<file path="src/rtl/idma_irq_pkg.sv">
// Shared definitions for the iDMA interrupt coalescer: register map offsets,
// pending-bit positions, configuration view and FSM state encodings.
package idma_irq_pkg;

    localparam int unsigned CH_STRIDE = 32;

    localparam logic [4:0] PENDING_OFF = 5'h00;
    localparam logic [4:0] ENABLE_OFF  = 5'h08;
    localparam logic [4:0] CFG_OFF     = 5'h10;
    localparam logic [4:0] COUNT_OFF   = 5'h18;

    localparam int unsigned PEND_DONE_BIT = 0;
    localparam int unsigned PEND_ERR_BIT  = 1;

    // Layout of a CFG write word: THRESH in the low half, TIMEOUT in the high half.
    typedef struct packed {
        logic [31:0] timeout;
        logic [31:0] thresh;
    } chan_cfg_t;

    typedef enum logic {
        CH_EMPTY,
        CH_ACCUM
    } chan_state_t;

    typedef enum logic {
        BUS_IDLE,
        BUS_RESP
    } bus_state_t;

endpackage

</file>
<file path="src/rtl/idma_irq_chan.sv">
// One coalescing channel: completion counter with threshold, timeout timer,
// W1C pending flags, enable mask and the registered interrupt line.
module idma_irq_chan
    import idma_irq_pkg::*;
#(
    parameter int unsigned CountWidth = 8,
    parameter int unsigned TimerWidth = 16
) (
    input  logic                  i_clk,
    input  logic                  i_srst,
    input  logic                  i_done,
    input  logic                  i_err,
    input  logic [1:0]            i_pend_w1c,
    input  logic                  i_enable_we,
    input  logic [1:0]            i_enable_wdata,
    input  logic                  i_cfg_we,
    input  logic [CountWidth-1:0] i_cfg_thresh,
    input  logic [TimerWidth-1:0] i_cfg_timeout,
    output logic [1:0]            o_pending,
    output logic [1:0]            o_enable,
    output logic [CountWidth-1:0] o_thresh,
    output logic [TimerWidth-1:0] o_timeout,
    output logic [CountWidth-1:0] o_count,
    output logic                  o_irq
);

    chan_state_t           r_state;
    logic [CountWidth-1:0] r_count;
    logic [CountWidth-1:0] r_thresh;
    logic [TimerWidth-1:0] r_timer;
    logic [TimerWidth-1:0] r_timeout;
    logic [1:0]            r_pending;
    logic [1:0]            r_enable;
    logic                  r_irq;

    logic [CountWidth-1:0] w_count_inc;
    logic [CountWidth-1:0] w_eff_thresh;
    logic                  w_thresh_hit;
    logic                  w_timeout_hit;
    logic                  w_fire;

    assign w_count_inc  = (i_done && (r_count != '1)) ? r_count + 1'b1 : r_count;
    assign w_eff_thresh = (r_thresh == '0) ? CountWidth'(1) : r_thresh;

    // Comparing every cycle (not only on done) also catches a THRESH lowered
    // below the current count by a CFG write.
    assign w_thresh_hit  = (w_count_inc >= w_eff_thresh);
    assign w_timeout_hit = (r_state == CH_ACCUM) && (r_timeout != '0) &&
                           (r_timer >= r_timeout - 1'b1);
    assign w_fire        = w_thresh_hit | w_timeout_hit;

    always_ff @(posedge i_clk) begin
        if (i_srst) begin
            r_state   <= CH_EMPTY;
            r_count   <= '0;
            r_thresh  <= CountWidth'(1);
            r_timer   <= '0;
            r_timeout <= '0;
            r_pending <= '0;
            r_enable  <= '0;
            r_irq     <= 1'b0;
        end else begin
            // Hardware sets take priority over a same-cycle W1C.
            r_pending[PEND_DONE_BIT] <= w_fire |
                (r_pending[PEND_DONE_BIT] & ~i_pend_w1c[PEND_DONE_BIT]);
            r_pending[PEND_ERR_BIT]  <= i_err |
                (r_pending[PEND_ERR_BIT] & ~i_pend_w1c[PEND_ERR_BIT]);

            if (i_enable_we) begin
                r_enable <= i_enable_wdata;
            end
            if (i_cfg_we) begin
                r_thresh  <= i_cfg_thresh;
                r_timeout <= i_cfg_timeout;
            end

            r_irq <= |(r_pending & r_enable);

            if (w_fire) begin
                r_count <= '0;
                r_timer <= '0;
                r_state <= CH_EMPTY;
            end else begin
                r_count <= w_count_inc;
                r_state <= (w_count_inc != '0) ? CH_ACCUM : CH_EMPTY;
                r_timer <= ((r_state == CH_ACCUM) && (r_timeout != '0)) ?
                           r_timer + 1'b1 : '0;
            end
        end
    end

    assign o_pending = r_pending;
    assign o_enable  = r_enable;
    assign o_thresh  = r_thresh;
    assign o_timeout = r_timeout;
    assign o_count   = r_count;
    assign o_irq     = r_irq;

endmodule

</file>
<file path="src/rtl/idma_irq_coalescer.sv">
// Multi-channel iDMA interrupt coalescer: register-bus slave with address
// decode and one coalescing channel per DMA channel.
module idma_irq_coalescer
    import idma_irq_pkg::*;
#(
    parameter int unsigned NumChannels  = 4,
    parameter int unsigned CountWidth   = 8,
    parameter int unsigned TimerWidth   = 16,
    parameter int unsigned RegAddrWidth = 8
) (
    input  logic                    clk_i,
    input  logic                    rst_i,
    input  logic [NumChannels-1:0]  done_i,
    input  logic [NumChannels-1:0]  err_i,
    input  logic                    reg_valid_i,
    input  logic                    reg_write_i,
    input  logic [RegAddrWidth-1:0] reg_addr_i,
    input  logic [63:0]             reg_wdata_i,
    output logic                    reg_ready_o,
    output logic [63:0]             reg_rdata_o,
    output logic                    reg_error_o,
    output logic [NumChannels-1:0]  irq_o
);

    localparam int unsigned MapBytes = NumChannels * CH_STRIDE;
    localparam int unsigned ChIdxW   = RegAddrWidth - 5;

    bus_state_t  r_state;
    logic        r_ready;
    logic [63:0] r_rdata;
    logic        r_error;

    logic                   w_misaligned;
    logic                   w_unmapped;
    logic                   w_addr_err;
    logic                   w_wr_ok;
    logic [ChIdxW-1:0]      w_ch_idx;
    logic [4:0]             w_off;
    chan_cfg_t              w_cfg_wr;
    logic [NumChannels-1:0] w_sel;
    logic [63:0]            w_rdata;
    logic                   w_unused_wdata;

    logic [1:0]            w_pend_w1c [NumChannels];
    logic [1:0]            w_pend     [NumChannels];
    logic [1:0]            w_enable   [NumChannels];
    logic [CountWidth-1:0] w_thresh   [NumChannels];
    logic [TimerWidth-1:0] w_timeout  [NumChannels];
    logic [CountWidth-1:0] w_count    [NumChannels];

    assign w_misaligned = |reg_addr_i[2:0];
    assign w_unmapped   = (32'(reg_addr_i) >= MapBytes);
    assign w_addr_err   = w_misaligned | w_unmapped;
    assign w_ch_idx     = reg_addr_i[RegAddrWidth-1:5];
    assign w_off        = reg_addr_i[4:0];
    assign w_cfg_wr     = chan_cfg_t'(reg_wdata_i);
    assign w_wr_ok      = (r_state == BUS_IDLE) && reg_valid_i && reg_write_i && !w_addr_err;

    // Only the low bits of most write words are stored.
    assign w_unused_wdata = ^{reg_wdata_i, w_cfg_wr};

    generate
        for (genvar gi = 0; gi < NumChannels; gi++) begin : g_chan
            logic w_en_we;
            logic w_cfg_we;

            assign w_sel[gi]      = (w_ch_idx == ChIdxW'(gi));
            assign w_pend_w1c[gi] = (w_wr_ok && w_sel[gi] && (w_off == PENDING_OFF)) ?
                                    reg_wdata_i[1:0] : 2'b00;
            assign w_en_we        = w_wr_ok && w_sel[gi] && (w_off == ENABLE_OFF);
            assign w_cfg_we       = w_wr_ok && w_sel[gi] && (w_off == CFG_OFF);

            idma_irq_chan #(
                .CountWidth (CountWidth),
                .TimerWidth (TimerWidth)
            ) u_chan (
                .i_clk          (clk_i),
                .i_srst         (rst_i),
                .i_done         (done_i[gi]),
                .i_err          (err_i[gi]),
                .i_pend_w1c     (w_pend_w1c[gi]),
                .i_enable_we    (w_en_we),
                .i_enable_wdata (reg_wdata_i[1:0]),
                .i_cfg_we       (w_cfg_we),
                .i_cfg_thresh   (w_cfg_wr.thresh[CountWidth-1:0]),
                .i_cfg_timeout  (w_cfg_wr.timeout[TimerWidth-1:0]),
                .o_pending      (w_pend[gi]),
                .o_enable       (w_enable[gi]),
                .o_thresh       (w_thresh[gi]),
                .o_timeout      (w_timeout[gi]),
                .o_count        (w_count[gi]),
                .o_irq          (irq_o[gi])
            );
        end
    endgenerate

    always_comb begin
        w_rdata = '0;
        for (int c = 0; c < NumChannels; c++) begin
            if (w_sel[c]) begin
                case (w_off)
                    PENDING_OFF: w_rdata = 64'(w_pend[c]);
                    ENABLE_OFF:  w_rdata = 64'(w_enable[c]);
                    CFG_OFF: begin
                        w_rdata                    = '0;
                        w_rdata[CountWidth-1:0]    = w_thresh[c];
                        w_rdata[32 +: TimerWidth]  = w_timeout[c];
                    end
                    COUNT_OFF:   w_rdata = 64'(w_count[c]);
                    default:     w_rdata = '0;
                endcase
            end
        end
    end

    // Requests seen while in RESP are ignored; the master keeps valid high until ready.
    always_ff @(posedge clk_i) begin
        if (rst_i) begin
            r_state <= BUS_IDLE;
            r_ready <= 1'b0;
            r_rdata <= '0;
            r_error <= 1'b0;
        end else begin
            case (r_state)
                BUS_IDLE: begin
                    if (reg_valid_i) begin
                        r_state <= BUS_RESP;
                        r_ready <= 1'b1;
                        r_error <= w_addr_err;
                        r_rdata <= (!reg_write_i && !w_addr_err) ? w_rdata : '0;
                    end
                end
                BUS_RESP: begin
                    r_state <= BUS_IDLE;
                    r_ready <= 1'b0;
                    r_rdata <= '0;
                    r_error <= 1'b0;
                end
                default: r_state <= BUS_IDLE;
            endcase
        end
    end

    assign reg_ready_o = r_ready;
    assign reg_rdata_o = r_rdata;
    assign reg_error_o = r_error;

endmodule

</file>
<file path="config.mk">
export PLATFORM = sky130hd
export DESIGN_NAME = idma_irq_coalescer
export DESIGN_NICKNAME = d
export VERILOG_FILES = /design/src/rtl/idma_irq_pkg.sv /design/src/rtl/idma_irq_chan.sv /design/src/rtl/idma_irq_coalescer.sv
export SDC_FILE = /design/constraint.sdc
export NUM_CORES = 1
export LEC_CHECK = 0
export CAP_MARGIN = 20
export CELL_PAD_IN_SITES_DETAIL_PLACEMENT = 0
export CELL_PAD_IN_SITES_GLOBAL_PLACEMENT = 2
export CORE_UTILIZATION = 39
export DETAILED_ROUTE_END_ITERATION = 10
export DONT_BUFFER_PORTS = 1
export PLACE_DENSITY = 0.77
export SETUP_SLACK_MARGIN = 0.4
export SKIP_LAST_GASP = 1
export SLEW_MARGIN = 25
export SYNTH_ARGS = -nofsm -noshare
export SYNTH_HDL_FRONTEND = slang
export SYNTH_SLANG_ARGS = --single-unit
</file>
<file path="constraint.sdc">
create_clock -name clk_i -period 4.9 [get_ports clk_i]
set_input_delay 1.47 -clock clk_i [delete_from_list [all_inputs] [get_ports clk_i]]
set_output_delay 1.47 -clock clk_i [all_outputs]
set_load 0.1 [all_outputs]
</file>
==> reports/qor.log, run 1 <==
qor: power_and_ir_drop.leakagePower 5.880 nW
qor: cts.cts_root_buf clkbuf_16
qor: setup_path.cp.arrival 4.65 ns
qor: timing.fin_crit_sh 85.07%
qor: layout.syn2layout_area_growth 8.289%
qor: route.finalWirelength 39330 µm
qor: global_routing.grt_pass1_wl 62590 µm
qor: place.port_buffers 0
qor: route.drt-vias-per-instance 5.397
qor: die.chipWidth 191.4 µm
qor: power_and_ir_drop.powerDensity 288.6 nW/µm²
qor: timing.setup-violations-final 0
qor: yosys.cells_after_synth 1699
qor: layout.fillers 3567
qor: layout.seqCellArea 4865 µm²
qor: setup_path.critical_path_peak_fanout 16
qor: yosys.ys_dominant_reg_cell dfxtp_1
qor: yosys.synth_area 13990 µm²
qor: power_and_ir_drop.ir_drop 0.2592 mV
qor: cts.clock_latency_late_sink 0.57 ns
qor: yosys.synth_most_common_cell nand2_1
qor: cts.postCtsSetupBuffers 0
qor: cts.cts.reportedPaths.clkPinSlew 0.06 ns
qor: die.design.core.area 35400 µm²
qor: cts.cts_num_sinks 243
qor: route.wire_per_inst 18.31 µm
qor: cts.ctsLongestPathBuffers 3
qor: die.die-area 36640 µm²
qor: cts.cts_repair_resize_count 0
qor: setup_path.worstSetupPathType flop to flop
qor: yosys.synth-seq-area-share 34.76%
qor: route.detail_route.iter0.violations 809
qor: yosys.ys_top_cells_by_count nand2_1, dfxtp_1, nor2_1
qor: setup_path.worstSetupEndpointType flop
qor: yosys.synth-edff-count 0
qor: yosys.post-synth-top-area-fraction 34.76%
qor: cts.tritoncts.num_buffers 29
qor: setup_path.startpoint_type flop
qor: global_routing.antenna_found_initial 0
qor: layout.n_antenna_cell 0
qor: layout.multi_input_area 8406 µm²
qor: yosys.netlist_top_cells_area dfxtp_1, ha_1, nand2_1
qor: run_status.outcome finished clean
qor: timing.slew_worst_pin 1.067 ns
qor: layout.layoutNonFillerInstCount 2148
qor: timing.hold_violations 0
qor: layout.final_layout_net_count 1859
qor: yosys.async_flop_share 0%
qor: yosys.ys_types 62
qor: yosys.post-synth-top-area-cell dfxtp_1
qor: die.rows 69
qor: yosys.ys_ff_latch 243
qor: cts.cts.htree.levels 1
qor: global_routing.first_global_vias 11070
qor: min_path.hold_path.class flop to flop
qor: global_routing.global_route.usage.total 21.81%
qor: timing.fin_crit 4.168 ns
qor: timing.slew_headroom 28.74%
qor: place.post_detail_place_hpwl 29230 µm
qor: global_routing.grt_start_max_net_pins 142
qor: global_routing.gr-total-overflow 0
qor: timing.timing.final.ws_setup 0.7316 ns
qor: die.start_util 39.53%
qor: cts.post_cts_hold_buffer_count 0
qor: timing.grt_setup_unrepaired false
qor: flow_run.max_cap_violations 0
qor: timing.fmax 0.2399 GHz
qor: yosys.postSynthAreaPerCell 8.236 µm²
qor: die.dieHeight 191.4 µm
qor: die.io-pin-count 154
qor: route.drt.antenna.violating_nets 0
qor: timing.fin_tns_setup 0 ns
qor: yosys.yosys_warnings 0
qor: route.remaining_drc_errors 0
qor: route.drt_pass1_iterations 5
qor: place.preCtsSetupSlack 0.6729 ns
qor: cts.cts_tree built
qor: timing.finalClockSkew 0.01785 ns
qor: setup_path.cp.required 5.38 ns
qor: route.route.vias.total 11590
qor: layout.drive_above_1_share 6.698%
qor: place.final_weighted_congestion_in_routability_driven_placement 0.8047
qor: timing.slew_violations 0
qor: place.dp.cells 2097
## final timing paths
kind / from / end / slack, ns / depth (start not counted)
worst max-delay path: g_chan[0].u_chan.o_count[4] / g_chan[0].u_chan.r_timer[4] / 0.73 / 10
worst min-delay path: g_chan[1].u_chan.o_thresh[2] / g_chan[1].u_chan.o_thresh[2] / 0.47 / 2
worst min register to register: g_chan[1].u_chan.o_thresh[2] / g_chan[1].u_chan.o_thresh[2] / 0.47 / 2
worst max register to register: g_chan[0].u_chan.o_count[4] / g_chan[0].u_chan.r_timer[4] / 0.73 / 10
## registers in the layout, summed over array words and instances (netlist names)
name                     flops
r_state                      1
g_chan.u_chan.o_enable       8
g_chan.u_chan.o_timeout     64
reg_rdata_o                 24
g_chan.u_chan.r_timer       64
g_chan.u_chan.o_count       32
g_chan.u_chan.o_irq          4
reg_ready_o                  1
g_chan.u_chan.o_thresh      32
g_chan.u_chan.o_pending      8
g_chan.u_chan.r_state        4
reg_error_o                  1
## critical path, cell delays in order, from the launching register on
cell and delay [ns]:
dfxtp_1 0.55, nand4_1 0.24, or2_2 0.36, o21ai_0 0.45, mux2_2 0.41, ha_1 0.29, a21o_1 0.15, a211o_1 0.31
a221o_1 0.38, or4_1 0.72, nor2_1 0.19
## metal layers
layer  global-route usage [%]  vias to the layer above  routed length [µm]  share of wire [%]
met5                        0                        -                   0                  0
li1                         -                     5834                   -                  -
met2                    34.38                      207               17490                 44
met1                    31.35                     5501               19460                 49
met4                    5.220                        0                 767                2.0
met3                    2.735                       51                1616                4.1
## cell families after synthesis
family	count (synthesis)	share of synthesized area [%]
AO/OA/AOI/OAI	317	14.37
flip-flops	243	34.76
buffers and inverters	189	6.402
multiplexers	37	4.658
other	1	0.02680
adder cells (fa/ha/maj)	108	9.657
XOR/XNOR	123	7.699
AND/OR/NAND/NOR	681	22.42
## cell usage in the layout (no fill, tap or decap), types with 39 or more instances in the layout
cell / n
nor2_1: 182
ha_1: 108
nor3_1: 39
conb_1: 40
a21oi_1: 137
nand3_1: 40
xnor2_1: 70
inv_1: 72
dfxtp_1: 243
nand2_1: 251
xor2_1: 53
## final cells by class
type | count | share of cell area, %
multi-input combinational | 1306 | 55.47
sequential | 243 | 32.10
clock buffer | 38 | 5.276
tap | 461 | 3.806
inverter | 72 | 1.783
clock inverter | 13 | 0.8174
timing repair buffer | 15 | 0.7431
## metrics by stage
step | instance area, µm² | hold slack (ns) | util, % | power, mW
after detailed placement | 14220 | 0.4631 | 40.18 | 2.298
after global placement | 14220 | 0.4522 | 40.18 | 2.298
final | 15150 | 0.4723 | 42.81 | 4.373
after floorplan | 14140 | 0.4370 | - | 2.318
after global routing | 15150 | 0.4905 | 42.81 | 4.522
after CTS | 15150 | 0.4727 | 42.79 | 4.426
## power by group
group	total [mW]	leakage (nW)	internal (mW)	switching (mW)
registers	2.01	1.96	1.99	0.0215
clock network	2.12	0.456	1.24	0.873
logic	0.246	3.46	0.0548	0.191
Power figures use the tool's default switching activity.
==> run 2: changes to the inputs <==
--- a/config.mk
+++ b/config.mk
@@ -8,13 +8,15 @@
 export CAP_MARGIN = 20
 export CELL_PAD_IN_SITES_DETAIL_PLACEMENT = 0
 export CELL_PAD_IN_SITES_GLOBAL_PLACEMENT = 2
-export CORE_UTILIZATION = 39
+export CORE_MARGIN = 5
+export CORE_UTILIZATION = 40
 export DETAILED_ROUTE_END_ITERATION = 10
 export DONT_BUFFER_PORTS = 1
-export PLACE_DENSITY = 0.77
+export PLACE_DENSITY = 0.76
 export SETUP_SLACK_MARGIN = 0.4
 export SKIP_LAST_GASP = 1
 export SLEW_MARGIN = 25
 export SYNTH_ARGS = -nofsm -noshare
 export SYNTH_HDL_FRONTEND = slang
+export SYNTH_HIERARCHICAL = 1
 export SYNTH_SLANG_ARGS = --single-unit
==> run 2 against run 1 <==
Combinational power grew 4%. Clock power rose by 4%. Sequential share of layout area shrank 1.1 points. Wire length is essentially flat. Global-route usage shrank 2.5 points. Critical path type unchanged.
==> reports/qor.log, run 2 <==
qor: setup_path.cp.arrival 4.29 ns
qor: yosys.ys_ff_latch 243
qor: timing.finalClockSkew 0.008173 ns
qor: global_routing.global_route.usage.total 19.35%
qor: global_routing.grt_start_max_net_pins 145
qor: cts.cts_tree built
qor: route.drt-vias-per-instance 5.404
qor: setup_path.cp.required 5.30 ns
qor: setup_path.worst_path_cell_trace or4_4, nor4_2, nand2b_1, nor3b_1, xnor2_1, ha_1, nand4_1, or4_1, o32a_1, a21oi_2, nor3b_1
qor: timing.slew_worst_pin 1.082 ns
qor: route.detail_route.iter0.violations 582
qor: cts.clock_latency_late_sink 0.56 ns
qor: global_routing.antenna_found_initial 0
qor: yosys.ys_types 78
qor: setup_path.timing.critical_path.mode_cell nor3b_1
qor: power_and_ir_drop.ir_drop 0.2447 mV
qor: timing.grt_setup_unrepaired false
qor: timing.fmax 0.2575 GHz
qor: min_path.hold_path.class flop to flop
qor: timing.fin_tns_setup 0 ns
qor: global_routing.grt_pass1_wl 61890 µm
qor: yosys.netlist_top_cells_area dfxtp_1, ha_1, mux2i_1
qor: layout.fillers 3582
qor: setup_path.slowest_stage or4_4
qor: timing.worst_hold_slack 0.4809 ns
qor: layout.seqCellArea 4868 µm²
qor: route.route.vias.total 11120
qor: cts.ctsLongestPathBuffers 3
qor: setup_path.worstSetupEndpointType flop
qor: setup_path.critical_path_peak_fanout 9
qor: timing.slew_violations 0
qor: place.post_detail_place_hpwl 29370 µm
qor: timing.slew_headroom 27.77%
qor: flow_run.max_cap_violations 0
qor: route.remaining_drc_errors 0
qor: cts.cts.reportedPaths.clkPinSlew 0.06 ns
qor: timing.hold_violations 0
qor: place.port_buffers 0
qor: yosys.ys_dominant_reg_cell dfxtp_1
qor: run_status.outcome finished clean
qor: power_and_ir_drop.leakagePower 5.969 nW
qor: layout.final_layout_net_count 1768
qor: layout.layout_commonest_cell dfxtp_1
qor: yosys.synth-edff-count 0
qor: setup_path.startpoint_type flop
qor: place.final_weighted_congestion_in_routability_driven_placement 0.8367
qor: route.drt.antenna.violating_nets 0
qor: layout.drive_above_1_share 8.265%
qor: power_and_ir_drop.netSwitchingFraction 24.20%
qor: cts.cts_num_sinks 243
qor: die.start_util 40.60%
qor: yosys.cells_after_synth 1594
qor: layout.syn2layout_area_growth 8.732%
qor: yosys.synth_most_common_cell dfxtp_1
qor: route.wire_per_inst 19.11 µm
qor: setup_path.reg2reg_setup_slack 1.02 ns
qor: die.rows 69
qor: yosys.synth_area 14440 µm²
qor: route.finalWirelength 39320 µm
qor: die.dieHeight 200.0 µm
qor: yosys.synth-seq-area-share 33.68%
qor: setup_path.critical-path-max-stage-delay 0.59 ns
qor: yosys.yosys_warnings 6
qor: die.chipWidth 200.0 µm
qor: cts.cts_repair_resize_count 0
qor: global_routing.first_global_vias 10740
qor: yosys.ys_top_cells_by_count dfxtp_1, nor2_1, ha_1
qor: timing.setup-violations-final 0
qor: die.design.core.area 35570 µm²
qor: timing.fin_crit 3.884 ns
qor: cts.postCtsSetupBuffers 0
qor: route.drt_pass1_iterations 6
qor: power_and_ir_drop.power_report.internal_total 3.390 mW
qor: power_and_ir_drop.powerDensity 284.8 nW/µm²
qor: cts.post_cts_hold_buffer_count 0
qor: cts.cts_root_buf clkbuf_16
qor: layout.multi_input_area 8926 µm²
qor: die.die-area 40010 µm²
qor: die.io-pin-count 154
qor: layout.n_antenna_cell 0
qor: cts.cts.htree.levels 1
qor: yosys.post-synth-top-area-fraction 33.68%
qor: global_routing.gr-total-overflow 0
qor: cts.tritoncts.num_buffers 29
qor: power_and_ir_drop.power.net_switching 1.082 mW
qor: yosys.postSynthAreaPerCell 9.061 µm²
qor: yosys.async_flop_share 0%
qor: power_and_ir_drop.clock_power_share 49.3%
qor: yosys.post-synth-top-area-cell dfxtp_1
qor: setup_path.worstSetupPathType flop to flop
qor: power_and_ir_drop.seq_power_share 45.0%
qor: timing.fin_crit_sh 79.26%
qor: layout.final_cell_mix dfxtp_1, nor2_1, ha_1
qor: power_and_ir_drop.comb_power_share 5.7%
## run 2: changes by cell type in the layout (fill, tap and decap cells not counted), moves of 7 or more
cell	previous run	this run
a22oi_1	32	23
nand3_1	40	53
nor3_1	39	85
nor2_1	182	215
clkbuf_8	4	11
nand2_1	251	68
and3_1	28	13
a21oi_1	137	41
mux2i_1	10	105
o21ai_0	32	14
## run 2: cell families after synthesis
kind of cell / share of synthesized area, %
DFF: 33.68
muxes: 11.64
buffers and inverters: 5.752
and+or+nand+nor: 20.83
AOI/OAI and AO/OA: 10.83
other: 0.02596
adders and majority gates: 9.356
xor gates and xnor gates: 7.884
## run 2: metrics by stage
stage | instance area [µm²] | power, mW | utilization (%) | instances | setup slack [ns]
6_report | 15700 | 4.473 | 44.15 | 2058 | 1.016
5_1_grt | 15700 | 4.621 | 44.15 | 2058 | 0.7758
4_1_cts | 15700 | 4.536 | 44.14 | 2058 | 0.9790
3_5_place_dp | 14710 | 2.312 | 41.36 | 2006 | 0.6552
3_3_place_gp | 14710 | 2.312 | 41.36 | 2006 | 0.6992
2_1_floorplan | 14590 | 2.328 | - | 1633 | 0.8062
## run 2: metal layers
layer	track usage [%]	vias up	share of wire, %
met5	0	-	0
met4	4.931	0	2.3
met3	3.223	47	4.3
met2	29.82	179	44
met1	28.27	5281	49
li1	-	5615	-
## run 2: area by class of cell
type                            count  area share, %
Multi-Input combinational cell   1220          56.84
Sequential cell                   243          31.00
Clock buffer                       44          5.681
Tap cell                          461          3.673
Inverter                           72          1.721
Clock inverter                      8         0.6055
Timing Repair Buffer               10         0.4780
## run 2: worst paths after layout
check                                                    from                           to  cells after the start
worst max-delay path            g_chan[1].u_chan/o_timeout[4]  g_chan[1].u_chan/o_count[7]                     11
worst min-delay path              g_chan[2].u_chan/r_timer[0]  g_chan[2].u_chan/r_timer[0]                      1
worst max register to register  g_chan[1].u_chan/o_timeout[4]  g_chan[1].u_chan/o_count[7]                     11
worst min register to register    g_chan[2].u_chan/r_timer[0]  g_chan[2].u_chan/r_timer[0]                      1
## run 2: worst max-delay path, delay by kind of cell, from the launching register on
family	cells	cell delay (ns)
and+or+nand+nor	7	2.08
adders and majority gates	1	0.32
xor gates and xnor gates	1	0.11
DFF	1	0.37
AOI/OAI and AO/OA	2	0.85
## run 2: power groups by stage
stage	clock network (mW)	logic, mW	registers (mW)
6_report	2.20	0.257	2.01
3_5_place_dp	0	0.256	2.06
4_1_cts	2.27	0.257	2.01
5_1_grt	2.34	0.271	2.01
3_3_place_gp	0	0.256	2.06
2_1_floorplan	0	0.279	2.05
